### config.mk
export PLATFORM = sky130hd
export DESIGN_NAME = smart_guard_ctrl_flat
export DESIGN_NICKNAME = d
export VERILOG_FILES = /design/src/rtl/smart_guard_if.sv /design/src/rtl/smart_guard_ctrl.sv /design/src/flat_wrapper.sv
export SDC_FILE = /design/constraint.sdc
export NUM_CORES = 1
export LEC_CHECK = 0
export BUFFER_PORTS_ARGS = -buffer_cell sky130_fd_sc_hd__buf_2
export CAP_MARGIN = 30
export CORE_MARGIN = 3
export CORE_UTILIZATION = 46
export DETAILED_ROUTE_END_ITERATION = 16
export HOLD_SLACK_MARGIN = 0.12
export PLACE_DENSITY = 0.85
export SLEW_MARGIN = 25
export SYNTH_ARGS = -nofsm -noshare
export SYNTH_HDL_FRONTEND = slang
export SYNTH_SLANG_ARGS = --single-unit
export TNS_END_PERCENT = 20
### constraint.sdc
create_clock -name mclk -period 5.23 [get_ports mclk]
set_input_delay 0.2615 -clock mclk [delete_from_list [all_inputs] [get_ports mclk]]
set_output_delay 0.2615 -clock mclk [all_outputs]
set_load 0.05 [all_outputs]
### src/rtl/smart_guard_if.sv
// -----------------------------------------------------------------------------
// smart_guard_if
// Bundles the CPU fetch/data, DMA and control signals seen by the SMART guard
// controller together with its status outputs.
//
// Handshake semantics: there is no back-pressure. ins_valid, mem_en and dma_en
// are per-cycle qualifiers. The guard samples an address only in a cycle where
// its qualifier is 1, and it never stalls the bus. Enforcement is carried out
// through mem_block (same cycle) and sys_reset (registered).
//
// Modports:
//   master : CPU/DMA/control side; drives the requests and reads the status.
//   slave  : guard side; reads the requests and drives the status.
//
// Signals:
//   ins_addr[15:0], ins_valid       instruction fetch address / new-fetch strobe
//   mem_addr[SIZE_MEM_ADDR:0], mem_en  CPU data access
//   dma_addr[SIZE_MEM_ADDR:0], dma_en  DMA access
//   disable_debug                   1 = log violations only
//   clr_viol                        clear sticky cause and counter
//   in_safe_area, sys_reset         registered status
//   mem_block                       combinational read-data gate
//   viol_cause[2:0], viol_count[CNT_W-1:0]  sticky violation status
// -----------------------------------------------------------------------------
interface smart_guard_if #(
  parameter int SIZE_MEM_ADDR = 15,
  parameter int CNT_W         = 8
);
  logic [15:0]            ins_addr;
  logic                   ins_valid;
  logic [SIZE_MEM_ADDR:0] mem_addr;
  logic                   mem_en;
  logic [SIZE_MEM_ADDR:0] dma_addr;
  logic                   dma_en;
  logic                   disable_debug;
  logic                   clr_viol;
  logic                   in_safe_area;
  logic                   sys_reset;
  logic                   mem_block;
  logic [2:0]             viol_cause;
  logic [CNT_W-1:0]       viol_count;

  modport master (
    output ins_addr, ins_valid, mem_addr, mem_en, dma_addr, dma_en,
           disable_debug, clr_viol,
    input  in_safe_area, sys_reset, mem_block, viol_cause, viol_count
  );

  modport slave (
    input  ins_addr, ins_valid, mem_addr, mem_en, dma_addr, dma_en,
           disable_debug, clr_viol,
    output in_safe_area, sys_reset, mem_block, viol_cause, viol_count
  );
endinterface

### src/rtl/smart_guard_ctrl.sv
// -----------------------------------------------------------------------------
// smart_guard_ctrl
// Sequencing controller for the SMART protected region. It tracks entry into
// and exit from trusted code, and it classifies illegal CPU and DMA accesses to
// the safe (key) area. On a violation it drives a fixed-length device reset and
// keeps sticky violation status.
//
// Ports:
//   mclk         clock; all state changes on its rising edge
//   reset        asynchronous, active-high reset
//   bus          smart_guard_if.slave (requests in, status out)
//   o_dbg_state  current FSM state (0=UNTRUSTED, 1=TRUSTED, 2=RESETTING)
// -----------------------------------------------------------------------------
module smart_guard_ctrl #(
  parameter int          SIZE_MEM_ADDR = 15,
  parameter int unsigned LOW_SAFE      = 200,
  parameter int unsigned HIGH_SAFE     = 200,
  parameter int unsigned LOW_CODE      = 200,
  parameter int unsigned HIGH_CODE     = 200,
  parameter int unsigned RST_CYCLES    = 16,
  parameter int          CNT_W         = 8
) (
  input  logic              mclk,
  input  logic              reset,
  smart_guard_if.slave      bus,
  output logic [1:0]        o_dbg_state
);

  localparam int AW     = SIZE_MEM_ADDR + 1;
  localparam int RCNT_W = (RST_CYCLES > 1) ? $clog2(RST_CYCLES) : 1;

  localparam logic [AW-1:0]     SAFE_LO   = AW'(LOW_SAFE);
  localparam logic [AW-1:0]     SAFE_HI   = AW'(HIGH_SAFE);
  localparam logic [15:0]       CODE_LO   = 16'(LOW_CODE);
  localparam logic [15:0]       CODE_HI   = 16'(HIGH_CODE);
  localparam logic [RCNT_W-1:0] RCNT_LOAD = RCNT_W'(RST_CYCLES - 1);
  localparam logic [CNT_W-1:0]  CNT_MAX   = '1;
  localparam logic [CNT_W-1:0]  CNT_ONE   = CNT_W'(1);

  typedef enum logic [1:0] {
    ST_UNTRUSTED = 2'd0,
    ST_TRUSTED   = 2'd1,
    ST_RESETTING = 2'd2
  } state_t;

  state_t            r_state;
  logic [RCNT_W-1:0] r_rcnt;
  logic              r_in_safe;
  logic              r_sys_reset;
  logic [2:0]        r_viol_cause;
  logic [CNT_W-1:0]  r_viol_count;

  // ---------------------------------------------------------------------------
  // Address classification
  // ---------------------------------------------------------------------------
  logic w_in_code;
  logic w_is_entry;
  logic w_mem_safe;
  logic w_dma_safe;

  assign w_in_code  = (bus.ins_addr >= CODE_LO) && (bus.ins_addr <= CODE_HI);
  assign w_is_entry = (bus.ins_addr == CODE_LO);
  assign w_mem_safe = (bus.mem_addr >= SAFE_LO) && (bus.mem_addr <= SAFE_HI);
  assign w_dma_safe = (bus.dma_addr >= SAFE_LO) && (bus.dma_addr <= SAFE_HI);

  // ---------------------------------------------------------------------------
  // Violation terms. The device is already being reset while RESETTING, so
  // nothing seen during the pulse is classified, logged or counted.
  // ---------------------------------------------------------------------------
  logic w_active;
  logic w_v_entry;
  logic w_v_data;
  logic w_v_dma;
  logic w_viol;
  logic w_enforce;
  logic [2:0] w_cause_set;

  assign w_active  = (r_state != ST_RESETTING);
  // A jump into the middle of trusted code is illegal. Only the entry point may
  // be the first trusted fetch.
  assign w_v_entry = w_active & bus.ins_valid & w_in_code &
                     (r_state == ST_UNTRUSTED) & ~w_is_entry;
  assign w_v_data  = w_active & bus.mem_en & w_mem_safe & (r_state != ST_TRUSTED);
  // The key area is never a legal DMA target, not even from trusted code.
  assign w_v_dma   = w_active & bus.dma_en & w_dma_safe;
  assign w_viol    = w_v_entry | w_v_data | w_v_dma;
  // With disable_debug set, violations are only logged and never enforced.
  assign w_enforce = w_viol & ~bus.disable_debug;
  assign w_cause_set = {w_v_dma, w_v_data, w_v_entry};

  // ---------------------------------------------------------------------------
  // Sequencing FSM with registered outputs
  // ---------------------------------------------------------------------------
  always_ff @(posedge mclk or posedge reset) begin
    if (reset) begin
      r_state     <= ST_UNTRUSTED;
      r_rcnt      <= '0;
      r_in_safe   <= 1'b0;
      r_sys_reset <= 1'b0;
    end else begin
      case (r_state)
        ST_UNTRUSTED: begin
          // A violation has priority over entry in the same cycle.
          if (w_enforce) begin
            r_state     <= ST_RESETTING;
            r_rcnt      <= RCNT_LOAD;
            r_sys_reset <= 1'b1;
            r_in_safe   <= 1'b0;
          end else if (bus.ins_valid && w_is_entry) begin
            r_state   <= ST_TRUSTED;
            r_in_safe <= 1'b1;
          end
        end
        ST_TRUSTED: begin
          // A violation has priority over exit in the same cycle.
          if (w_enforce) begin
            r_state     <= ST_RESETTING;
            r_rcnt      <= RCNT_LOAD;
            r_sys_reset <= 1'b1;
            r_in_safe   <= 1'b0;
          end else if (bus.ins_valid && !w_in_code) begin
            r_state   <= ST_UNTRUSTED;
            r_in_safe <= 1'b0;
          end
        end
        ST_RESETTING: begin
          // The counter is loaded with RST_CYCLES-1. The state is left at
          // zero, so the pulse lasts exactly RST_CYCLES cycles.
          if (r_rcnt == '0) begin
            r_state     <= ST_UNTRUSTED;
            r_sys_reset <= 1'b0;
          end else begin
            r_rcnt <= r_rcnt - 1'b1;
          end
        end
        default: begin
          r_state     <= ST_UNTRUSTED;
          r_rcnt      <= '0;
          r_in_safe   <= 1'b0;
          r_sys_reset <= 1'b0;
        end
      endcase
    end
  end

  // ---------------------------------------------------------------------------
  // Sticky violation status. New bits set in the same cycle as clr_viol are
  // kept, so a clear can never hide a fresh violation.
  // ---------------------------------------------------------------------------
  always_ff @(posedge mclk or posedge reset) begin
    if (reset) begin
      r_viol_cause <= 3'b000;
      r_viol_count <= '0;
    end else begin
      if (bus.clr_viol) begin
        r_viol_cause <= w_cause_set;
        r_viol_count <= w_viol ? CNT_ONE : '0;
      end else begin
        r_viol_cause <= r_viol_cause | w_cause_set;
        if (w_viol && (r_viol_count != CNT_MAX)) begin
          r_viol_count <= r_viol_count + CNT_ONE;
        end
      end
    end
  end

  // ---------------------------------------------------------------------------
  // Outputs
  // ---------------------------------------------------------------------------
  // Read data is gated in the same cycle as the offending access, and for the
  // whole reset pulse.
  assign bus.mem_block    = ((w_v_data | w_v_dma) & ~bus.disable_debug) |
                            (r_state == ST_RESETTING);
  assign bus.in_safe_area = r_in_safe;
  assign bus.sys_reset    = r_sys_reset;
  assign bus.viol_cause   = r_viol_cause;
  assign bus.viol_count   = r_viol_count;
  assign o_dbg_state      = r_state;

endmodule

### src/flat_wrapper.sv
// flat-port wrapper written by rule: the top's interface ports become plain ports
module smart_guard_ctrl_flat 
#(
  parameter int          SIZE_MEM_ADDR = 15,
  parameter int unsigned LOW_SAFE      = 200,
  parameter int unsigned HIGH_SAFE     = 200,
  parameter int unsigned LOW_CODE      = 200,
  parameter int unsigned HIGH_CODE     = 200,
  parameter int unsigned RST_CYCLES    = 16,
  parameter int          CNT_W         = 8
)
  (mclk, reset, o_dbg_state, bus_ins_addr, bus_ins_valid, bus_mem_addr, bus_mem_en, bus_dma_addr, bus_dma_en, bus_disable_debug, bus_clr_viol, bus_in_safe_area, bus_sys_reset, bus_mem_block, bus_viol_cause, bus_viol_count);
  smart_guard_if #(.SIZE_MEM_ADDR(SIZE_MEM_ADDR), .CNT_W(CNT_W)) bus_i ();
  input  logic mclk;
  input  logic reset;
  output logic [1:0] o_dbg_state;
  input wire logic [$bits(bus_i.ins_addr)-1:0] bus_ins_addr;
  input wire logic [$bits(bus_i.ins_valid)-1:0] bus_ins_valid;
  input wire logic [$bits(bus_i.mem_addr)-1:0] bus_mem_addr;
  input wire logic [$bits(bus_i.mem_en)-1:0] bus_mem_en;
  input wire logic [$bits(bus_i.dma_addr)-1:0] bus_dma_addr;
  input wire logic [$bits(bus_i.dma_en)-1:0] bus_dma_en;
  input wire logic [$bits(bus_i.disable_debug)-1:0] bus_disable_debug;
  input wire logic [$bits(bus_i.clr_viol)-1:0] bus_clr_viol;
  output wire logic [$bits(bus_i.in_safe_area)-1:0] bus_in_safe_area;
  output wire logic [$bits(bus_i.sys_reset)-1:0] bus_sys_reset;
  output wire logic [$bits(bus_i.mem_block)-1:0] bus_mem_block;
  output wire logic [$bits(bus_i.viol_cause)-1:0] bus_viol_cause;
  output wire logic [$bits(bus_i.viol_count)-1:0] bus_viol_count;
  assign bus_i.ins_addr = bus_ins_addr;
  assign bus_i.ins_valid = bus_ins_valid;
  assign bus_i.mem_addr = bus_mem_addr;
  assign bus_i.mem_en = bus_mem_en;
  assign bus_i.dma_addr = bus_dma_addr;
  assign bus_i.dma_en = bus_dma_en;
  assign bus_i.disable_debug = bus_disable_debug;
  assign bus_i.clr_viol = bus_clr_viol;
  assign bus_in_safe_area = bus_i.in_safe_area;
  assign bus_sys_reset = bus_i.sys_reset;
  assign bus_mem_block = bus_i.mem_block;
  assign bus_viol_cause = bus_i.viol_cause;
  assign bus_viol_count = bus_i.viol_count;
  smart_guard_ctrl #(.SIZE_MEM_ADDR(SIZE_MEM_ADDR), .LOW_SAFE(LOW_SAFE), .HIGH_SAFE(HIGH_SAFE), .LOW_CODE(LOW_CODE), .HIGH_CODE(HIGH_CODE), .RST_CYCLES(RST_CYCLES), .CNT_W(CNT_W)) u_core (.mclk(mclk), .reset(reset), .bus(bus_i), .o_dbg_state(o_dbg_state));
endmodule
==> results of run 1 <==
area by class of cell:
class	instances	area, sq um
Fill cell	189	748
Multi-Input combinational cell	90	617
Sequential cell	19	475
Timing Repair Buffer	71	360
Tap cell	28	35.0
Inverter	9	33.8
Clock buffer	3	22.5
Clock inverter	1	5.00
stage by stage:
stage / hold WS, ns / util / total power, mW / worst slack (ns)
6_report: 0.243 / 0.674 / 0.251 / 3.02
5_1_grt: 0.232 / 0.674 / 0.264 / 2.86
4_1_cts: 0.239 / 0.674 / 0.253 / 3.02
3_5_place_dp: 0.408 / 0.658 / 0.179 / 3.25
3_3_place_gp: 0.396 / 0.658 / 0.177 / 3.39
2_1_floorplan: 0.213 / - / 0.157 / 2.33
timing repair:
item / in CTS / in global routing
endpoints found under the hold margin: 19 / 0
hold buffers: 1 / 0
setup buffers: 0 / 0
power groups by stage:
stage | sequential, mW | combinational (mW) | clock, mW
6_report | 0.147 | 0.0294 | 0.0749
3_3_place_gp | 0.150 | 0.0276 | 0
4_1_cts | 0.147 | 0.0297 | 0.0769
3_5_place_dp | 0.150 | 0.0290 | 0
2_1_floorplan | 0.150 | 0.00744 | 0
5_1_grt | 0.147 | 0.0326 | 0.0844
per-layer routing:
| metal | wire (microns) | part of all wire | vias to the layer above |
|---|---|---|---|
| li1 | - | - | 610 |
| met5 | 0 | 0 | - |
| met2 | 1760 | 0.56 | 42 |
| met3 | 175 | 0.056 | 2 |
| met1 | 1180 | 0.38 | 612 |
| met4 | 10 | 0.0032 | 0 |
cell usage in the layout, fill, tap and decap left out, types with 4 or more instances in the layout:
cell     count
o21ai_0      5
a21oi_1      9
nor2_1      10
nor3_1       6
o31ai_1      4
nand3_1      6
inv_1        9
buf_2       70
or4_1        7
dfrtp_1     19
state kept, by name, indices dropped and copies added, names as in the netlist:
name                     flops
u_core.r_rcnt                4
u_core.bus.viol_count        8
u_core.o_dbg_state           2
u_core.bus.in_safe_area      1
u_core.bus.sys_reset         1
u_core.bus.viol_cause        3
worst max-delay path by stage:
stage	slack, ns	depth (start not counted)	start	endpoint
floorplan	2.33	6	u_core.o_dbg_state[1]$_DFFE_PP0P_	bus_mem_block
detailed placement	3.25	6	bus_dma_addr[0]	u_core.r_rcnt[2]$_DFFE_PP0P_
global placement	3.39	6	bus_mem_addr[14]	u_core.bus.viol_count[4]$_DFFE_PP0P_
finish	3.02	5	u_core.o_dbg_state[0]$_DFFE_PP0P_	bus_mem_block
global route	2.86	5	u_core.o_dbg_state[0]$_DFFE_PP0P_	bus_mem_block
CTS	3.02	5	u_core.o_dbg_state[0]$_DFFE_PP0P_	bus_mem_block
kinds of logic (layout without fill, tap and decap cells):
logic type | Yosys count | after routing | share of synthesized area
mux | 2 | 2 | 0.0185
flops | 19 | 19 | 0.413
fa+ha+maj | 3 | 3 | 0.0326
buf+inv | 14 | 84 | 0.0500
compound gates | 31 | 31 | 0.182
simple gates | 53 | 53 | 0.296
xor+xnor | 1 | 1 | 0.00762
critical path, stage by stage (launching register included):
cell	delay (ns)
dfrtp_1	0.55
xnor2_1	0.16
nand4_1	0.12
o22a_2	0.35
o21ai_0	0.19
buf_2	0.29
==> run_results.csv, run 1 <==
group,metric,value,unit
outcome,status,"finished, final reports clean",
worst_setup_path,crit_path_max_fanout,19,
synth,ys.flop_type,"dfrtp_1",
route,totalWireLength,3120,microns
die,dieWidth,56.0,microns
cts,insertion_delay,0.30,ns
min_path,worstHoldPathCells,3,
synth,synth-seq-cells,19,
global_routing,grt_use_met1,0.210,
job,cap_violations,0,
sta,worst_pin_slew,0.698,ns
layout,finalInstanceArea,1550,sq um
place,gp_congestion,0.880,
die,pin_count,71,
min_path,hold_path_end,"u_core.bus.viol_cause[1]$_DFF_PP0_",
global_routing,grt_pass1_wl,4890,microns
die,core,2300,sq um
worst_setup_path,rr_startpoint,"u_core.o_dbg_state[0]$_DFFE_PP0P_",
synth,yosysMostFrequentCell,"dfrtp_1",
worst_setup_path,rrSetupSlack,3.28,ns
synth,async_reset_ff_frac,1.00,
synth,synth_nets,181,
layout,nNetsFinal,252,
pwr,vdd_drop_max,0.172,mV
sta,max_freq,0.452,GHz
worst_setup_path,crit_type,"reg2out",
sta,setup-tns-final,0,ns
global_routing,first_global_vias,1208,
worst_setup_path,worstPathRequired,4.97,ns
route,drt_iter0_drc,35,
pwr,p_switching,0.0585,mW
synth,synth_warnings,0,
sta,timing.final.crit_share,0.423,
synth,yosys-top-cells-area,"dfrtp_1 41%, or4_1 4.6%, a21oi_1 3.9%, ha_1 3.3%, nor2_1 3.3%",
cts,cts_made_buffers,3,
worst_setup_path,startpoint_type,"flip-flop",
sta,finalCriticalPeriod,2.21,ns
global_routing,gr-usage-met3,0.0534,
synth,synth_edf_count,0,
worst_setup_path,r2r-end,"u_core.r_rcnt[2]$_DFFE_PP0P_",
sta,clock_skew,0.0104,ns
cts,cts_sinks,19,
worst_setup_path,rr_worst_depth,5,
layout,area_growth,34.7,%
layout,drive_gt1_frac,0.425,
synth,synthDistinctLibCells,39,
die,fp.dieH,56.0,microns
cts,htreeDepth,1,
cts,cts_max_path_buffers,2,
die,dieArea,3140,sq um
layout,antenna_cells,0,
synth,ys_seq_area_frac,0.413,
global_routing,grt.busiest_layer,"met2",
synth,synth_top_cell_by_area,"dfrtp_1",
worst_setup_path,worst_ep_arrival_time,1.95,ns
global_routing,antenna_found_initial,0,
synth,syn_avg_cell_area,9.35,sq um
sta,setup_viol,0,
synth,synth_area,1150,sq um
global_routing,grt_max_degree,20,
route,drc,0,
pwr,pwr-share-comb,0.117,
cts,clk_pin_slew_worst_paths,0.12,ns
place,post-dp-hpwl,2560,microns
route,first_pass_iters,5,
global_routing,use_met2,0.369,
pwr,p_seq_frac,0.585,
sta,rsz0062_at_grt,"false",
cts,cts.repair.resized,0,
sta,slew_viol_final,0,
synth,yosysTopAreaCellShare,0.413,
route,wl_per_cell,14.1,microns
pwr,p_per_area,162,nW/um^2
cts,cts_root_buf,"clkbuf_4",
synth,synthTopCellsByCount,"19 x dfrtp_1, 10 x nor2_1, 9 x a21oi_1, 9 x inv_1, 7 x or4_1",
pwr,netSwitchingFraction,0.233,
route,vias,1266,
pwr,leakage,0.790,nW
die,placementRows,17,
place,io_buffers,70,
global_routing,overflow,0,
global_routing,grt_usage,0.192,
sta,hold_violations,0,
synth,synth_cells,123,
sta,slew_headroom,0.534,
min_path,hp-class,"in2reg",
route,via_per_inst,5.73,
pwr,p_clk_frac,0.298,
cts,cts_tree,"built",
die,start_util,0.501,
place,placedCellCount,216,
layout,final_cells,221,
worst_setup_path,endpoint_kind,"primary output",
min_path,hold_start,"bus_mem_addr[3]",
place,dpl_cell_area,1510,sq um
route,ant_nets,0,
pwr,cellInternalPower,0.193,mW
(Power assumes the default switching activity.)
==> run 2, diff against run 1 <==
Settings changed: CORE_ASPECT_RATIO from default to 0.5, CORE_UTILIZATION 46 to 38, PLACE_DENSITY 0.85 to 0.75.
Clock period 5.23 ns to 2 ns, I/O delays scaled along.
==> run_results.csv, run 2 (same netlist as run 1, synthesis figures left out) <==
group,metric,value,unit
cts,cts_sinks,19,
route,totalWireLength,3100,microns
place,io_buffers,70,
global_routing,grt_max_degree,20,
route,first_pass_iters,5,
pwr,vdd_drop_max,0.225,mV
global_routing,first_global_vias,1161,
place,gp_congestion,0.773,
global_routing,antenna_found_initial,0,
sta,hold_violations,0,
layout,layout_commonest_cell,"buf_2",
cts,cts_root_buf,"clkbuf_8",
sta,setup-tns-final,0,ns
layout,drive_gt1_frac,0.448,
job,cap_violations,0,
cts,postCtsSetupRepairBufs,0,
global_routing,grt_pass1_wl,5100,microns
global_routing,overflow,0,
sta,slew_viol_final,0,
route,drc,0,
cts,htreeDepth,1,
pwr,leakage,0.805,nW
die,placementRows,13,
route,ant_nets,0,
die,pin_count,71,
layout,antenna_cells,0,
layout,fillerInstances,246,
pwr,p_per_area,455,nW/um^2
route,wl_per_cell,13.4,microns
place,post-dp-hpwl,2450,microns
cts,clk_pin_slew_worst_paths,0.08,ns
route,via_per_inst,5.22,
die,fp.dieH,44.9,microns
worst_setup_path,worstPathRequired,1.90,ns
global_routing,grt_usage,0.165,
sta,timing.final.crit_share,0.944,
cts,cts_max_path_buffers,2,
cts,cts_tree,"built",
worst_setup_path,worst_ep_arrival_time,1.79,ns
worst_setup_path,crit_path_max_fanout,19,
die,core,2730,sq um
route,drt_iter0_drc,60,
min_path,hp-class,"in2reg",
layout,final_cell_mix,"69 x buf_2, 17 x dfrtp_1, 10 x nor2_1",
sta,rsz0062_at_grt,"false",
sta,clock_skew,0.00701,ns
die,dieWidth,83.8,microns
outcome,status,"finished, final reports clean",
cts,insertion_delay,0.26,ns
die,dieArea,3760,sq um
worst_setup_path,startpoint_type,"flip-flop",
worst_setup_path,crit_type,"reg2out",
sta,setup_viol,0,
sta,max_freq,0.530,GHz
layout,area_growth,39.8,%
cts,cts_made_buffers,3,
sta,finalCriticalPeriod,1.89,ns
route,vias,1205,
layout,largest_reg_flops,8,
layout,nNetsFinal,253,
sta,worst_pin_slew,0.728,ns
sta,slew_headroom,0.514,
worst_setup_path,endpoint_kind,"primary output",
die,start_util,0.421,
layout,fin_util,0.588,
## run 2: routing by layer
layer	GRT usage	up-vias	wire length [microns]
li1	-	611	-
met1	0.197	575	1340
met2	0.325	16	1670
met3	0.0346	3	74
met4	0.0192	0	8
met5	0	-	0
## run 2: final timing paths
kind | startpoint | to | slack (ns) | cells past startpoint
max reg2reg | u_core.o_dbg_state[1]$_DFFE_PP0P_ | u_core.bus.viol_count[7]$_DFFE_PP0P_ | 0.14 | 5
min | bus_dma_addr[2] | u_core.bus.viol_cause[2]$_DFF_PP0_ | 0.13 | 4
min in group asynchronous | reset | u_core.bus.viol_count[0]$_DFFE_PP0P_ | 0.50 | 3
max in group asynchronous | reset | u_core.o_dbg_state[1]$_DFFE_PP0P_ | 0.99 | 3
max | u_core.o_dbg_state[1]$_DFFE_PP0P_ | bus_mem_block | 0.11 | 5
min reg2reg | u_core.bus.viol_cause[0]$_DFF_PP0_ | u_core.bus.viol_cause[0]$_DFF_PP0_ | 0.52 | 1
## run 2: power by group
part / switching [mW] / leakage (nW) / internal (mW)
Sequential: 0.0000667 / 0.252 / 0.384
Combinational: 0.0316 / 0.527 / 0.0453
Clock: 0.132 / 0.0255 / 0.139
## run 2: cell type report
| type | count | area [sq um] | area share |
|---|---|---|---|
| Multi-Input combinational cell | 90 | 633 | 0.394 |
| Sequential cell | 19 | 478 | 0.297 |
| Timing Repair Buffer | 72 | 370 | 0.230 |
| Tap cell | 37 | 46.3 | 0.0288 |
| Clock buffer | 3 | 41.3 | 0.0257 |
| Inverter | 9 | 33.8 | 0.0210 |
| Clock inverter | 1 | 5.00 | 0.00311 |
## run 2: repair_timing
action                     CTS  global route
hold buffers                 1             0
setup endpoints to repair    0             7
hold endpoints to repair    19             0
resized for setup            0             2
## run 2: critical path: stages, from the launching register on
cell and delay [ns]:
dfrtp_2 0.46, xnor2_1 0.17, nand4_1 0.13, o22a_2 0.38
o21ai_4 0.16, clkbuf_4 0.24
## run 2: metrics by stage
step,instance area (sq um),cells,setup slack (ns),total power [mW],hold slack (ns)
3_5_place_dp,1540,226,0.119,0.468,0.264
3_3_place_gp,1540,226,0.158,0.465,0.254
6_report,1610,231,0.112,0.732,0.133
2_1_floorplan,1160,123,0.0677,0.411,0.0510
4_1_cts,1600,231,0.0917,0.741,0.132
5_1_grt,1610,231,0.00714,0.768,0.162
==> run 3, diff against run 2 <==
Settings changed: CORE_UTILIZATION 38 to 40, CTS_BUF_LIST from default to sky130_fd_sc_hd__clkbuf_8, PLACE_DENSITY 0.75 to 0.78.
==> run_results.csv, run 3 (same netlist as run 1, synthesis figures left out) <==
group,metric,value,unit
sta,worst_pin_slew,0.727,ns
job,cap_violations,0,
worst_setup_path,crit_path_max_fanout,19,
die,core,2670,sq um
route,drc,0,
place,gp_congestion,0.812,
die,pin_count,71,
cts,cts_root_buf,"clkbuf_8",
global_routing,overflow,0,
sta,finalCriticalPeriod,1.87,ns
cts,cts_tree,"built",
layout,nNetsFinal,254,
worst_setup_path,worst_ep_arrival_time,1.77,ns
pwr,finalPower,0.739,mW
global_routing,first_global_vias,1170,
worst_setup_path,rrSetupSlack,0.18,ns
place,io_buffers,70,
layout,area_growth,41.3,%
die,dieArea,3590,sq um
layout,antenna_cells,0,
route,drt_iter0_drc,64,
route,wl_per_cell,13.8,microns
cts,cts_made_buffers,3,
cts,cts_max_path_buffers,2,
global_routing,grt_usage,0.185,
route,first_pass_iters,4,
cts,htreeDepth,1,
pwr,vdd_drop_max,0.330,mV
sta,max_freq,0.536,GHz
route,vias,1234,
die,fp.dieH,43.9,microns
worst_setup_path,critical-path-top-delay-family,"flip-flops",
pwr,p_per_area,455,nW/um^2
layout,multi_input_area,643,sq um
worst_setup_path,cpPeakStageDelay,0.47,ns
worst_setup_path,worstPathRequired,1.90,ns
cts,insertion_delay,0.27,ns
layout,fillerInstances,223,
sta,timing.final.crit_share,0.934,
cts,clk_pin_slew_worst_paths,0.08,ns
outcome,status,"finished, final reports clean",
die,placementRows,13,
sta,setup_viol,0,
route,ant_nets,0,
die,start_util,0.431,
global_routing,antenna_found_initial,0,
worst_setup_path,path_cells,"xnor2_1 > nand4_1 > o22a_4 > o21ai_4 > buf_2",
worst_setup_path,endpoint_kind,"primary output",
pwr,leakage,0.810,nW
route,totalWireLength,3210,microns
global_routing,grt_max_degree,20,
sta,setup-tns-final,0,ns
sta,slew_headroom,0.514,
layout,drive_gt1_frac,0.451,
route,via_per_inst,5.32,
sta,clock_skew,0.0114,ns
global_routing,grt_pass1_wl,5080,microns
sta,worst_slack,0.133,ns
sta,hold_violations,0,
sta,rsz0062_at_grt,"false",
worst_setup_path,crit_type,"reg2out",
worst_setup_path,cp_slowest_cell,"dfrtp_2",
worst_setup_path,worst-path-buf-inv,1,
layout,regArea,478,sq um
worst_setup_path,startpoint_type,"flip-flop",
layout,largest_reg_flops,8,
die,dieWidth,81.8,microns
place,post-dp-hpwl,2500,microns
min_path,hp-class,"in2reg",
place,dpl_worst_slack,0.101,ns
layout,final_cell_mix,"70 x buf_2, 17 x dfrtp_1, 9 x nor2_1, 9 x a21oi_1, 9 x inv_1",
sta,slew_viol_final,0,
cts,cts_sinks,19,
layout,layout_commonest_cell,"buf_2",
run 3: final timing paths:
path / startpoint / to / depth (start not counted)
worst max-delay path: u_core.o_dbg_state[1]$_DFFE_PP0P_ / bus_mem_block / 5
worst min-delay path: bus_dma_addr[4] / u_core.bus.viol_cause[2]$_DFF_PP0_ / 4
worst max register to register: u_core.o_dbg_state[1]$_DFFE_PP0P_ / u_core.bus.viol_count[7]$_DFFE_PP0P_ / 5
worst min register to register: u_core.r_rcnt[1]$_DFFE_PP0P_ / u_core.r_rcnt[1]$_DFFE_PP0P_ / 1
max in group asynchronous: reset / u_core.o_dbg_state[1]$_DFFE_PP0P_ / 3
min in group asynchronous: reset / u_core.r_rcnt[2]$_DFFE_PP0P_ / 3
run 3: timing repair:
action | CTS | global route
resized for setup | 0 | 3
setup endpoints to repair | 0 | 8
hold buffers | 2 | 0
buffers inserted | 0 | 0
hold endpoints to repair | 20 | 0
run 3: cell type report:
class                      instances  share of cell area
tap                               37              0.0285
clock inverter                     1             0.00308
multi-input combinational         90               0.396
timing repair buffer              73               0.232
clock buffer                       3              0.0254
inverter                           9              0.0208
sequential                        19               0.294
run 3: metal layers:
metal,share of wire,up-vias,track usage
met5,0,-,0
met4,0.010,0,0.0563
met3,0.040,4,0.0498
met2,0.53,24,0.329
met1,0.42,591,0.221
li1,-,615,-
run 3: per-stage QoR:
step                area, sq um  hold slack [ns]  instances  utilization
floorplan                  1160           0.0510        123            -
global placement           1540            0.246        226        0.579
detailed placement         1540            0.263        226        0.579
CTS                        1610            0.120        232        0.604
global route               1630            0.152        232        0.609
finish                     1630            0.145        232        0.609
run 3: power breakdown:
part           total (mW)  internal [mW]  switching, mW
sequential          0.384          0.384      0.0000703
combinational      0.0787         0.0466         0.0321
clock               0.276          0.139          0.137
run 3: tightest hold or removal path: cells and delay by family:
kind            cells  cell delay (ns)
compound gates      1             0.07
buf+inv             1             0.07
simple gates        2             0.13
